===== src/rtl/platform_pkg.sv =====
// platform_pkg: shared geometry constants, table entry layout, FSM states
// and the stand/cover tests used by the platform collider.
package platform_pkg;
  localparam int D_W = 26;
  localparam int D_H = 44;
  localparam int LE_B = 13;
  localparam int RI_B = 627;
  localparam int LO_B = 467;
  localparam int PLAT_T = 8;
  typedef struct packed {
    logic [9:0] x_l;
    logic [9:0] x_r;
    logic [9:0] y_top;
  } entry_t;
  typedef enum logic [1:0] {LOAD, IDLE, SCAN, COMMIT} state_t;
  function automatic logic valid(entry_t e);
    return e.x_l != '0 || e.x_r != '0;
  endfunction
  // 11-bit sums keep x/y + offset from wrapping
  function automatic logic stands(entry_t e, logic [9:0] x, logic [9:0] y);
    return valid(e) && ({1'b0, y} + 11'(2 * D_H) == {1'b0, e.y_top}) && x >= e.x_l &&
           ({1'b0, x} + 11'd1 <= {1'b0, e.x_r} + 11'(2 * D_W));
  endfunction
  function automatic logic covers(entry_t e, logic [9:0] px, logic [9:0] py);
    return valid(e) && px >= e.x_l && px <= e.x_r && py >= e.y_top &&
           {1'b0, py} <= {1'b0, e.y_top} + 11'(PLAT_T - 1);
  endfunction
endpackage


===== src/rtl/platform_collider_if.sv =====
// platform_collider_if: dope position, scan position and collider results.
interface platform_collider_if;
  logic [3:0] stage;
  logic [9:0] dope_x;
  logic [9:0] dope_y;
  logic d_jump;
  logic [9:0] pixel_x;
  logic [9:0] pixel_y;
  logic video_on;
  logic grounded;
  logic plat_on;
  logic [11:0] rgb_next;
  logic busy;
  modport master(output stage, dope_x, dope_y, d_jump, pixel_x, pixel_y, video_on,
                 input grounded, plat_on, rgb_next, busy);
  modport slave(input stage, dope_x, dope_y, d_jump, pixel_x, pixel_y, video_on,
                output grounded, plat_on, rgb_next, busy);
endinterface


===== src/rtl/platform_rom.sv =====
// platform_rom: per-stage platform layout, registered output; slot 0 is the floor.
module platform_rom import platform_pkg::*; #(
  parameter int N_PLAT = 8,
  parameter int IW = 4
) (
  input  logic clk,
  input  logic [3:0] stage,
  input  logic [IW-1:0] idx,
  output entry_t q
);
  entry_t d;
  always_comb begin
    d = '0;
    if (idx == '0) d = '{10'(LE_B), 10'(RI_B), 10'd448};
    else if (stage == 4'd0 && idx == IW'(1)) d = '{10'd200, 10'd300, 10'd300};
    else if (stage == 4'd0 && idx == IW'(2)) d = '{10'd420, 10'd560, 10'd380};
    else if (stage == 4'd1 && idx == IW'(1)) d = '{10'd400, 10'd500, 10'd200};
  end
  // entries past the slot count or below the play field read as empty
  always_ff @(posedge clk)
    q <= (int'(idx) < N_PLAT && int'(d.y_top) <= LO_B) ? d : '0;
endmodule


===== src/rtl/platform_collider.sv =====
// platform_collider: platform table, grounded scan FSM and platform renderer.
// Define PLAT_TOP_HILITE_EN to paint each platform's top row in HILITE_RGB.
module platform_collider import platform_pkg::*; #(
  parameter int N_PLAT = 8,
  parameter logic [11:0] PLAT_RGB = 12'h841,
  parameter logic [11:0] HILITE_RGB = 12'hfc6
) (
  input logic clk,
  input logic reset,
  platform_collider_if.slave bus
);
  localparam int IW = $clog2(N_PLAT + 1);
  localparam int SW = $clog2(N_PLAT);
  state_t state, state_n;
  logic [IW-1:0] idx, idx_n;
  entry_t tbl [N_PLAT];
  entry_t rom_q;
  logic [3:0] prev_stage;
  logic [19:0] last_xy;
  logic last_ok, hit, grounded, plat_on, on_c, top_c;
  logic [11:0] rgb_next;
  wire abort = bus.stage != prev_stage;
  wire moved = !last_ok || {bus.dope_x, bus.dope_y} != last_xy;
  platform_rom #(.N_PLAT(N_PLAT), .IW(IW)) u_rom (.clk(clk), .stage(bus.stage), .idx(idx), .q(rom_q));
  always_ff @(posedge clk)
    if (!reset) begin
      state <= LOAD;
      idx <= '0;
    end else begin
      state <= state_n;
      idx <= idx_n;
    end
  always_comb begin
    state_n = state;
    idx_n = idx;
    if (abort) begin
      state_n = LOAD;
      idx_n = '0;
    end else if (state == LOAD) begin
      idx_n = int'(idx) == N_PLAT ? '0 : idx + 1'b1;
      state_n = int'(idx) == N_PLAT ? IDLE : LOAD;
    end else if (state == IDLE) begin
      idx_n = '0;
      state_n = moved ? SCAN : IDLE;
    end else if (state == SCAN) begin
      idx_n = idx + 1'b1;
      state_n = int'(idx) == N_PLAT - 1 ? COMMIT : SCAN;
    end else state_n = IDLE;
  end
  always_ff @(posedge clk)
    if (!reset) begin
      for (int i = 0; i < N_PLAT; i++) tbl[i] <= '0;
      prev_stage <= bus.stage;
      last_xy <= '0;
      last_ok <= 1'b0;
      hit <= 1'b0;
      grounded <= 1'b1;
    end else begin
      prev_stage <= bus.stage;
      // ROM output lags idx by one cycle, so the slot being written is idx-1
      if (state == LOAD && idx != '0) tbl[SW'(idx - 1'b1)] <= rom_q;
      if (state == IDLE && moved) last_xy <= {bus.dope_x, bus.dope_y};
      last_ok <= (state == LOAD || abort) ? 1'b0 : (state == IDLE && moved) ? 1'b1 : last_ok;
      hit <= state == SCAN && (hit || stands(tbl[idx[SW-1:0]], last_xy[19:10], last_xy[9:0]));
      grounded <= bus.d_jump ? 1'b0 : (abort || state == LOAD) ? 1'b1 : state == COMMIT ? hit : grounded;
    end
  always_comb begin
    on_c = 1'b0;
    top_c = 1'b0;
    for (int i = 0; i < N_PLAT; i++)
      if (covers(tbl[i], bus.pixel_x, bus.pixel_y)) begin
        on_c = 1'b1;
`ifdef PLAT_TOP_HILITE_EN
        if (bus.pixel_y == tbl[i].y_top) top_c = 1'b1;
`endif
      end
  end
  always_ff @(posedge clk)
    if (!reset) begin
      plat_on <= 1'b0;
      rgb_next <= '0;
    end else begin
      plat_on <= bus.video_on & on_c;
      rgb_next <= (bus.video_on & on_c) ? (top_c ? HILITE_RGB : PLAT_RGB) : '0;
    end
  assign bus.grounded = grounded;
  assign bus.plat_on = plat_on;
  assign bus.rgb_next = rgb_next;
  assign bus.busy = state != IDLE;
endmodule


===== src/flat_wrapper.sv =====
// flat-port wrapper written by rule: the top's interface ports become plain ports
module platform_collider_flat import platform_pkg::*;
#(
  parameter int N_PLAT = 8,
  parameter logic [11:0] PLAT_RGB = 12'h841,
  parameter logic [11:0] HILITE_RGB = 12'hfc6
)
  (clk, reset, bus_stage, bus_dope_x, bus_dope_y, bus_d_jump, bus_pixel_x, bus_pixel_y, bus_video_on, bus_grounded, bus_plat_on, bus_rgb_next, bus_busy);
  platform_collider_if bus_i ();
  input logic clk;
  input logic reset;
  input wire logic [$bits(bus_i.stage)-1:0] bus_stage;
  input wire logic [$bits(bus_i.dope_x)-1:0] bus_dope_x;
  input wire logic [$bits(bus_i.dope_y)-1:0] bus_dope_y;
  input wire logic [$bits(bus_i.d_jump)-1:0] bus_d_jump;
  input wire logic [$bits(bus_i.pixel_x)-1:0] bus_pixel_x;
  input wire logic [$bits(bus_i.pixel_y)-1:0] bus_pixel_y;
  input wire logic [$bits(bus_i.video_on)-1:0] bus_video_on;
  output wire logic [$bits(bus_i.grounded)-1:0] bus_grounded;
  output wire logic [$bits(bus_i.plat_on)-1:0] bus_plat_on;
  output wire logic [$bits(bus_i.rgb_next)-1:0] bus_rgb_next;
  output wire logic [$bits(bus_i.busy)-1:0] bus_busy;
  assign bus_i.stage = bus_stage;
  assign bus_i.dope_x = bus_dope_x;
  assign bus_i.dope_y = bus_dope_y;
  assign bus_i.d_jump = bus_d_jump;
  assign bus_i.pixel_x = bus_pixel_x;
  assign bus_i.pixel_y = bus_pixel_y;
  assign bus_i.video_on = bus_video_on;
  assign bus_grounded = bus_i.grounded;
  assign bus_plat_on = bus_i.plat_on;
  assign bus_rgb_next = bus_i.rgb_next;
  assign bus_busy = bus_i.busy;
  platform_collider #(.N_PLAT(N_PLAT), .PLAT_RGB(PLAT_RGB), .HILITE_RGB(HILITE_RGB)) u_core (.clk(clk), .reset(reset), .bus(bus_i));
endmodule

===== config.mk =====
export PLATFORM = sky130hd
export DESIGN_NAME = platform_collider_flat
export DESIGN_NICKNAME = d
export VERILOG_FILES = /design/src/rtl/platform_pkg.sv /design/src/rtl/platform_collider_if.sv /design/src/rtl/platform_rom.sv /design/src/rtl/platform_collider.sv /design/src/flat_wrapper.sv
export SDC_FILE = /design/constraint.sdc
export NUM_CORES = 1
export LEC_CHECK = 0
export CORE_ASPECT_RATIO = 1.5
export CORE_UTILIZATION = 63
export DETAILED_ROUTE_END_ITERATION = 12
export PLACE_DENSITY_LB_ADDON = 0.05
export SYNTH_ARGS = -nofsm -noshare
export SYNTH_HDL_FRONTEND = slang
export SYNTH_SLANG_ARGS = --single-unit

===== constraint.sdc =====
create_clock -name clk -period 5.7 [get_ports clk]
set_clock_uncertainty 0.15 [all_clocks]
set_input_delay 1.71 -clock clk [delete_from_list [all_inputs] [get_ports clk]]
set_output_delay 1.71 -clock clk [all_outputs]
set_load 0.005 [all_outputs]

==> flow_summary.toml, run 1 <==
[cts]
cts_resized = 0
holdBufCountCts = 0
clock_path_buffers = 2
cts_made_buffers = 17
cts_tree = "done"
post_cts_buffers = 0
clk_pin_slew_worst_paths_ps = 70
clockRootBuffer = "clkbuf_16"
htree_levels = 4
clk_latency_ps = 450
clock_sinks = 181

[critical_path]
cp-start-kind = "flop"
crit_fanout = 10
required_ps = 5930
endpoint = "u_core.hit$_SDFF_PN0_"
cp_data_arrival_time_ps = 5150
r2r_setup_slack_ps = 780
end_kind = "flop"
r2r-end = "u_core.hit$_SDFF_PN0_"
worstSetupPathType = "reg2reg"
r2r_cells = 15

[layout]
fillers = 1926
syn_to_final_growth_pct = 10.26
fin_nets = 2022
drive_above_1_share = 0.06844
num_antenna_cells = 0

[floorplanning]
initial_core_util = 0.6442
row_count = 70
fp.dieW_um = 131.3
boundaryPins = 63
die_h_um = 195.9
core-area_um2 = 24520
die-area_um2 = 25730

[hold_path]
hp-start = "u_core.last_xy[1]$_SDFFE_PN0P_"
holdCritPathClass = "reg2reg"

[power]
p_int_uw = 2284
switching_share = 0.2931
power.switching_uw = 946.8
p_leak_uw = 0.007098
ir_drop_uv = 260.0
power_frac_clock = 0.348
power_frac_comb = 0.188
p_seq_frac = 0.464
power_density_nw_per_um2 = 185.5
fin_total_pwr_uw = 3230

[global_route]
grt_max_degree = 34
grt_usage = 0.3645
overflow = 0
antenna_found_initial = 0
grt_pass1_wl_um = 70190
grt_pass1_vias = 12490

[synthesis]
synth_top_area_cell = "edfxtp_1"
synth_cell_types = 76
netlist_top_cells_area = "edfxtp_1, ha_1, dfxtp_1"
async_flop_share = 0
synth_edf_count = 128
synth-seq-area-share = 0.3105
netlist_instances = 1602
netlist_area_um2 = 15800
yosysWarnings = 0
yosysTopAreaCellShare = 0.2433
synth-seq-cells = 181
syn_avg_cell_area_um2 = 9.861
synth-main-ff-cell = "edfxtp_1"

[sta]
tns_ps = 0
timing.final.crit_period_ps = 4924
fin_hold_ws_ps = 343.0
rsz0062_at_grt = "false"
finalCritPeriodShare = 0.8639
clock.fmax_mhz = 203.1
worst_pin_slew_ps = 931.8
finalHoldViolCount = 0
maxSlewViolCount = 0
slew_headroom = 0.3788
setup_violations = 0

[detailed_routing]
via_count = 12850
via_per_inst = 6.366
drc = 0
wire_per_inst_um = 22.86
first_pass_iters = 5
ant_nets = 0
wl_um = 46150
drt_iter0_drc = 991

[placement]
dp_hpwl_um = 36860
portBuffers = 53
gp_congestion = 1.015

[outcome]
status = "finished clean"

[job]
drv_cap = 0
[cells by family (layout without fill, tap and decap cells)]
logic type,after synthesis,count (layout),share of synthesized area
and+or+nand+nor,500,500,0.1751
AOI/OAI and AO/OA,272,272,0.1167
buffers and inverters,212,297,0.05504
adders and majority gates,292,292,0.2313
other,1,9,0.0002374
xor gates and xnor gates,79,79,0.04380
muxes,65,65,0.06732
DFF,181,181,0.3105
[metal layers]
metal / track usage / routed length, um
met5: 0 / 0
met3: 0.04625 / 2781
met2: 0.6219 / 22150
met4: 0.2214 / 2801
met1: 0.4397 / 18420
[flip-flops by register name (all words and copies together), names as in the netlist, named ones only]
register             count
u_core.bus.grounded      1
u_core.u_rom.q          16
u_core.last_ok           1
u_core.bus.rgb_next      1
u_core.last_xy          20
u_core.idx               4
u_core.prev_stage        4
u_core.state             2
u_core.hit               1
u_core.tbl             128
[critical path, cell delays in order (launching register included)]
cell	delay, ps
dfxtp_1	750
buf_4	260
buf_4	200
mux4_2	320
mux2i_1	530
nand2_1	170
nor2_1	180
or3_1	160
xnor2_1	140
ha_1	270
nor2b_1	130
a2111oi_0	570
a221o_1	230
a31oi_1	50
or4_1	590
o21ai_1	130
[how the worst min path moves through the flow]
stage | end | slack [ps] | cells past startpoint
after floorplan | u_core.hit$_SDFF_PN0_ | 300 | 2
after global placement | u_core.last_xy[1]$_SDFFE_PN0P_ | 330 | 2
after detailed placement | u_core.last_xy[1]$_SDFFE_PN0P_ | 340 | 2
after CTS | u_core.last_xy[1]$_SDFFE_PN0P_ | 350 | 2
after global routing | u_core.hit$_SDFF_PN0_ | 380 | 2
final | u_core.last_xy[1]$_SDFFE_PN0P_ | 340 | 2
[final cells by class]
type	count	area [um2]	area share
clock buffers	19	432.9	0.02485
clock inverters	13	117.6	0.006752
inverters	167	626.9	0.03599
multi-input cells	1217	10060	0.5776
flip-flops and latches	181	4906	0.2817
well taps	324	405.4	0.02327
repair buffers	98	868.3	0.04985
[cells in the mapped netlist (all sizes together) (4+ instances only)]
cell and n:
mux4 33, or4 4, and3 6, inv 167, nor3 36, nor2 67
o21a 9, and2 129, o21bai 6, nor2b 30, nor4b 8, mux2i 32
a21boi 10, buf 25, a21o 26, nand4 39, o2111ai 8, nand2 54
a21oi 57, a211oi 24, or3 4, o21ai 62, dfxtp 53, a311o 7
xnor2 62, a2111oi 7, ha 292, nor4 38, a31oi 11, o31ai 4
nand2b 14, o211ai 10, edfxtp 128, nand3 56, clkbuf 20, xor2 17
[stage by stage]
step | util | std cells | setup slack [ps] | area (um2)
after floorplan | - | 1610 | 1419 | 15830
after global placement | 0.6878 | 1987 | 689.1 | 16870
after detailed placement | 0.6878 | 1987 | 689.2 | 16870
after CTS | 0.7103 | 2019 | 840.0 | 17420
after global routing | 0.7103 | 2019 | 583.5 | 17420
final | 0.7103 | 2019 | 775.9 | 17420
[layout by cell type, fill, tap and decap left out, drive strengths merged, types with 33 or more instances in the layout]
cell type	Yosys	routed
ha	292	292
inv	167	175
and2	129	129
edfxtp	128	128
nor2	67	67
xnor2	62	62
o21ai	62	62
a21oi	57	57
nand3	56	56
nand2	54	54
clkdlybuf4s50	0	53
dfxtp	53	53
buf	25	45
nand4	39	39
nor4	38	38
nor3	36	36
mux4	33	33
[power groups by stage]
| stage | clock (uW) | combinational (uW) | sequential, uW |
|---|---|---|---|
| final | 1130 | 607 | 1500 |
| after global routing | 1180 | 674 | 1500 |
| after CTS | 1130 | 599 | 1500 |
| after detailed placement | 0 | 596 | 1530 |
| after global placement | 0 | 579 | 1520 |
| after floorplan | 0 | 381 | 1490 |
Power figures use the tool's default switching activity.
==> run 2, diff against run 1 <==
--- a/config.mk
+++ b/config.mk
@@ -7,4 +7,5 @@
 export LEC_CHECK = 0
 export CORE_ASPECT_RATIO = 1.5
+export CORE_MARGIN = 2
 export CORE_UTILIZATION = 63
 export DETAILED_ROUTE_END_ITERATION = 12
==> constraint.sdc (replaced) <==
create_clock -name clk -period 5.7 [get_ports clk]
set_clock_uncertainty 0.15 [all_clocks]
set_input_delay 0.855 -clock clk [delete_from_list [all_inputs] [get_ports clk]]
set_output_delay 0.855 -clock clk [all_outputs]
set_load 0.005 [all_outputs]
==> run 2 against run 1 <==
Cell count is 0.59% lower. Count of clock-buffer cells in the layout is 2 lower. Non-clock buffer count is 16 lower. Sequential power barely moved. Routed wire length up 1.8%. Sequential share of layout area up 0.096 points. Maximum frequency is 5.2% higher. Power is 1.8% higher. Combinational power fell by 1%. Via count is 1.8% higher. Critical endpoint unchanged. Highest routed layer unchanged.
==> flow_summary.toml, run 2 (synthesis results as in run 1) <==
[sta]
rsz0062_at_grt = "false"
worst_pin_slew_ps = 1217
finalCritPeriodShare = 0.8210
finalHoldViolCount = 0
setup_violations = 0
timing.final.crit_period_ps = 4680
slew_headroom = 0.1856
tns_ps = 0
maxSlewViolCount = 0
clock.fmax_mhz = 213.7

[layout]
multi_input_area_um2 = 10060
largest_register_ffs = 128
num_antenna_cells = 0
seq_area_um2 = 4906
fin_nets = 2006
largest-register = "u_core.tbl"
drive_above_1_share = 0.06075
mostFrequentLayoutCells = "ha_1, inv_1, and2_1"
fillers = 1936
final_cells = 2007
layout_commonest_cell = "ha_1"
top_regs = "u_core.tbl x128, u_core.last_xy x20, u_core.u_rom.q x16"
syn_to_final_growth_pct = 9.884

[critical_path]
path_cells = "buf_4, mux4_2, mux2i_1, inv_1, ha_1, nor2_1, or3_1, xnor2_1, ha_1, nor2b_1, a2111oi_0, a221o_1, a31oi_1, or4_1, o21ai_1"
crit_fanout = 15
cpMaxStageDelayCell = "mux2i_1"
cp_data_arrival_time_ps = 4920
path_buf_inv = 2
path_common_cell = "ha_1"
cp-start-kind = "flop"
cp.depth = 15
cp_top_family = "multiplexers"
r2r_cells = 15
end_kind = "flop"
required_ps = 5940
worstSetupPathType = "reg2reg"
max_stage_delay_ps = 590

[placement]
gp_congestion = 0.9895
place_inst = 1975
dp_hpwl_um = 36570
portBuffers = 53

[global_route]
grt_max_degree = 34
antenna_found_initial = 1
overflow = 0
grt_usage = 0.3631
grt_pass1_wl_um = 71960
grt_pass1_vias = 12730

[hold_path]
hold_depth = 2
holdCritPathClass = "reg2reg"

[outcome]
status = "finished clean"

[cts]
cts_made_buffers = 17
cts_tree = "done"
holdBufCountCts = 0
clk_pin_slew_worst_paths_ps = 80
clock_path_buffers = 2
htree_levels = 4
clk_latency_ps = 450
cts_resized = 0
clock_sinks = 181
post_cts_buffers = 0
clockRootBuffer = "clkbuf_16"

[floorplanning]
row_count = 71
core-area_um2 = 24870
boundaryPins = 63
die-area_um2 = 26380
fp.dieW_um = 133.3
die_h_um = 197.9
initial_core_util = 0.6351

[detailed_routing]
drt_iter0_drc = 1228
ant_nets = 0
via_per_inst = 6.517
wire_per_inst_um = 23.41
first_pass_iters = 5
drc = 0
via_count = 13080
wl_um = 46980

[job]
drv_cap = 0

[power]
ir_drop_uv = 220.3
power_density_nw_per_um2 = 189.4
p_leak_uw = 0.007039
## run 2: final timing paths
check	from	endpoint	slack, ps
min	u_core.last_xy[1]$_SDFFE_PN0P_	u_core.last_xy[1]$_SDFFE_PN0P_	360
min reg2reg	u_core.last_xy[1]$_SDFFE_PN0P_	u_core.last_xy[1]$_SDFFE_PN0P_	360
max reg2reg	flop	u_core.hit$_SDFF_PN0_	1020
max	flop	u_core.hit$_SDFF_PN0_	1020
## run 2: area by class of cell
class | count | area share
Timing Repair Buffer | 82 | 0.04310
Inverter | 167 | 0.03611
Clock buffer | 17 | 0.02451
Multi-Input combinational cell | 1217 | 0.5796
Clock inverter | 15 | 0.01045
Tap cell | 328 | 0.02364
Sequential cell | 181 | 0.2826
## run 2: per-stage QoR
step / total power [uW] / utilization / instance area [um2] / worst slack, ps / hold WS, ps
after floorplan: 1876 / - / 15830 / 1551 / 303.0
after global placement: 2094 / 0.6735 / 16750 / 1128 / 336.5
after detailed placement: 2117 / 0.6735 / 16750 / 1044 / 341.0
after CTS: 3279 / 0.6979 / 17360 / 1055 / 354.4
after global routing: 3412 / 0.6979 / 17360 / 674.5 / 413.0
final: 3287 / 0.6979 / 17360 / 1020 / 357.5
## run 2: worst reg2reg max path: stages (launching register included)
cell and delay [ps]:
dfxtp_1 310, buf_4 250, mux4_2 580, mux2i_1 590, inv_1 190, ha_1 260, nor2_1 160, or3_1 160
xnor2_1 80, ha_1 310, nor2b_1 130, a2111oi_0 510, a221o_1 240, a31oi_1 40, or4_1 540, o21ai_1 130
## run 2: where the power goes
group          switching [uW]  internal (uW)
logic                     340            261
clock network             588            596
registers                60.8           1440
## run 2: metal layers
layer	global-route usage	routed length (um)	up-vias
li1	-	-	6030
met1	0.4448	18530	6326
met2	0.6079	22210	555
met3	0.05658	3221	169
met4	0.2104	3022	0
met5	0	0	-
==> run 3, diff against run 2 <==
CORE_UTILIZATION = 57   (was 63)
clock period = 3.75 ns   (was 5.7 ns; I/O delays follow)
==> run 3 against run 2 <==
Combinational power rose by 68%. Via count rose by 1.8%. Cell count rose by 4.6%. Maximum frequency rose by 29%. Flip-flop and latch count did not move. Setup slack got worse by 890 ps. Non-clock buffer count rose by 76. Global-route usage fell by 1.7 points. Count of clock-buffer cells in the layout rose by 2. Worst hold slack got worse by 11 ps. Die area rose by 10%. Largest power group unchanged.
==> flow_summary.toml, run 3 (synthesis results as in run 1) <==
[sta]
setup_ws_ps = 132.3
maxSlewViolCount = 0
finalHoldViolCount = 0
clock.fmax_mhz = 276.4
slew_headroom = 0.4745
rsz0062_at_grt = "false"
finalCritPeriodShare = 0.9647
setup_violations = 0
worst_pin_slew_ps = 777.3
timing.final.crit_period_ps = 3618

[layout]
largest_register_ffs = 128
layout_commonest_cell = "ha_1"
final_cells = 2099
largest-register = "u_core.tbl"
drive_above_1_share = 0.1077
fin_nets = 2082
top_regs = "u_core.tbl x128, u_core.last_xy x20, u_core.u_rom.q x16"
fillers = 2256
final_cell_area_um2 = 18180
syn_to_final_growth_pct = 15.08
mostFrequentLayoutCells = "ha_1, inv_1, and2_1"

[critical_path]
path_cells = "buf_4, inv_1, nor3_1, nand3_1, xnor2_1, ha_1, and4_1, a211o_1, a311oi_1, o21ai_0, nor4bb_1, or4_1, o41a_1"
end_kind = "flop"
cp_top_family = "simple AND/OR/NAND/NOR gates"
crit_fanout = 4
r2r_cells = 13
cp-start-kind = "flop"
cp_data_arrival_time_ps = 3790
max_stage_delay_ps = 490
cp.depth = 13
path_buf_inv = 2
required_ps = 3920
cpMaxStageDelayCell = "or4_1"
worstSetupPathType = "reg2reg"

[cts]
cts_made_buffers = 17
cts_tree = "done"
htree_levels = 4
clock_sinks = 181
clockRootBuffer = "clkbuf_16"
clk_pin_slew_worst_paths_ps = 70
clock_path_buffers = 2
clk_latency_ps = 440

[detailed_routing]
via_count = 13320
wl_um = 50130
drc = 0
wire_per_inst_um = 23.88
ant_nets = 0
drt_iter0_drc = 1201
first_pass_iters = 6
via_per_inst = 6.344

[placement]
place_inst = 2060
gp_congestion = 1.044
dp_hpwl_um = 40070
postPlaceCellArea_um2 = 17540
portBuffers = 53
dp_slack_ps = -90.74

[global_route]
grt_max_degree = 34
overflow = 0
grt_pass1_wl_um = 76560
grt_pass1_vias = 13190
grt_usage = 0.3457
antenna_found_initial = 2

[power]
power_density_nw_per_um2 = 276.1
ir_drop_uv = 327.8
p_leak_uw = 0.007494

[hold_path]
hold_depth = 2
holdCritPathClass = "reg2reg"

[outcome]
status = "finished clean"

[floorplanning]
core-area_um2 = 27220
die-area_um2 = 29090
row_count = 74
boundaryPins = 63
die_h_um = 207.9
initial_core_util = 0.5803
fp.dieW_um = 139.9

[job]
drv_cap = 0
[run 3: cell count changes in the layout (fill, tap and decap cells not counted), sizes merged]
cell,previous run,this run
clkinvlp,1,0
diode,0,2
buf,29,105
clkbuf,17,19
clkinv,7,3
inv,174,177
[run 3: per-layer routing]
metal,track usage,share of wire
met1,0.4391,0.40
met2,0.5726,0.48
met3,0.04143,0.056
met4,0.1907,0.062
met5,0,0
[run 3: worst paths after layout]
path	start	endpoint	slack, ps
max	u_core.tbl[5][14]$_SDFFCE_PN0P_	u_core.bus.rgb_next[6]$_SDFF_PN0_	130
min	u_core.last_xy[1]$_SDFFE_PN0P_	u_core.last_xy[1]$_SDFFE_PN0P_	350
max reg2reg	u_core.tbl[5][14]$_SDFFCE_PN0P_	u_core.bus.rgb_next[6]$_SDFF_PN0_	130
min reg2reg	u_core.last_xy[1]$_SDFFE_PN0P_	u_core.last_xy[1]$_SDFFE_PN0P_	350
[run 3: area by class of cell]
cell class	count	area, um2	area share
Timing Repair Buffer	158	1498	0.08238
Antenna cell	2	5.005	0.0002753
Multi-Input combinational cell	1217	10140	0.5580
Clock inverter	13	111.4	0.006125
Inverter	167	626.9	0.03448
Sequential cell	181	4912	0.2702
Clock buffer	19	454.2	0.02498
Tap cell	342	427.9	0.02354
[run 3: report_power, final]
group          internal, uW  switching (uW)  total [uW]
clock                   911             825        1740
sequential             2190            81.3        2270
combinational           457             556        1010
[run 3: repair_timing]
action,CTS,global route
endpoints found under the setup margin,1,1
buffers inserted,0,6
cloned,0,0
hold buffers,0,0
gates resized for setup,3,7
pin swaps,0,5
[run 3: tightest hold or removal path, delay by kind of cell, from the launching register on]
family / cells / cell delay [ps]
AO/OA/AOI/OAI: 1 / 70
flip-flops: 1 / 330
AND/OR/NAND/NOR: 1 / 60
[run 3: through the flow]
stage                     hold WS (ps)  power [uW]  utilization  setup TNS, ps
after floorplan                  303.0        2855            -              0
after global placement           348.8        3276       0.6442         -6.702
after detailed placement         344.3        3305       0.6442         -161.5
after CTS                        350.8        5016       0.6653              0
after global routing             378.1        5226       0.6677              0
final                            346.5        5019       0.6679              0
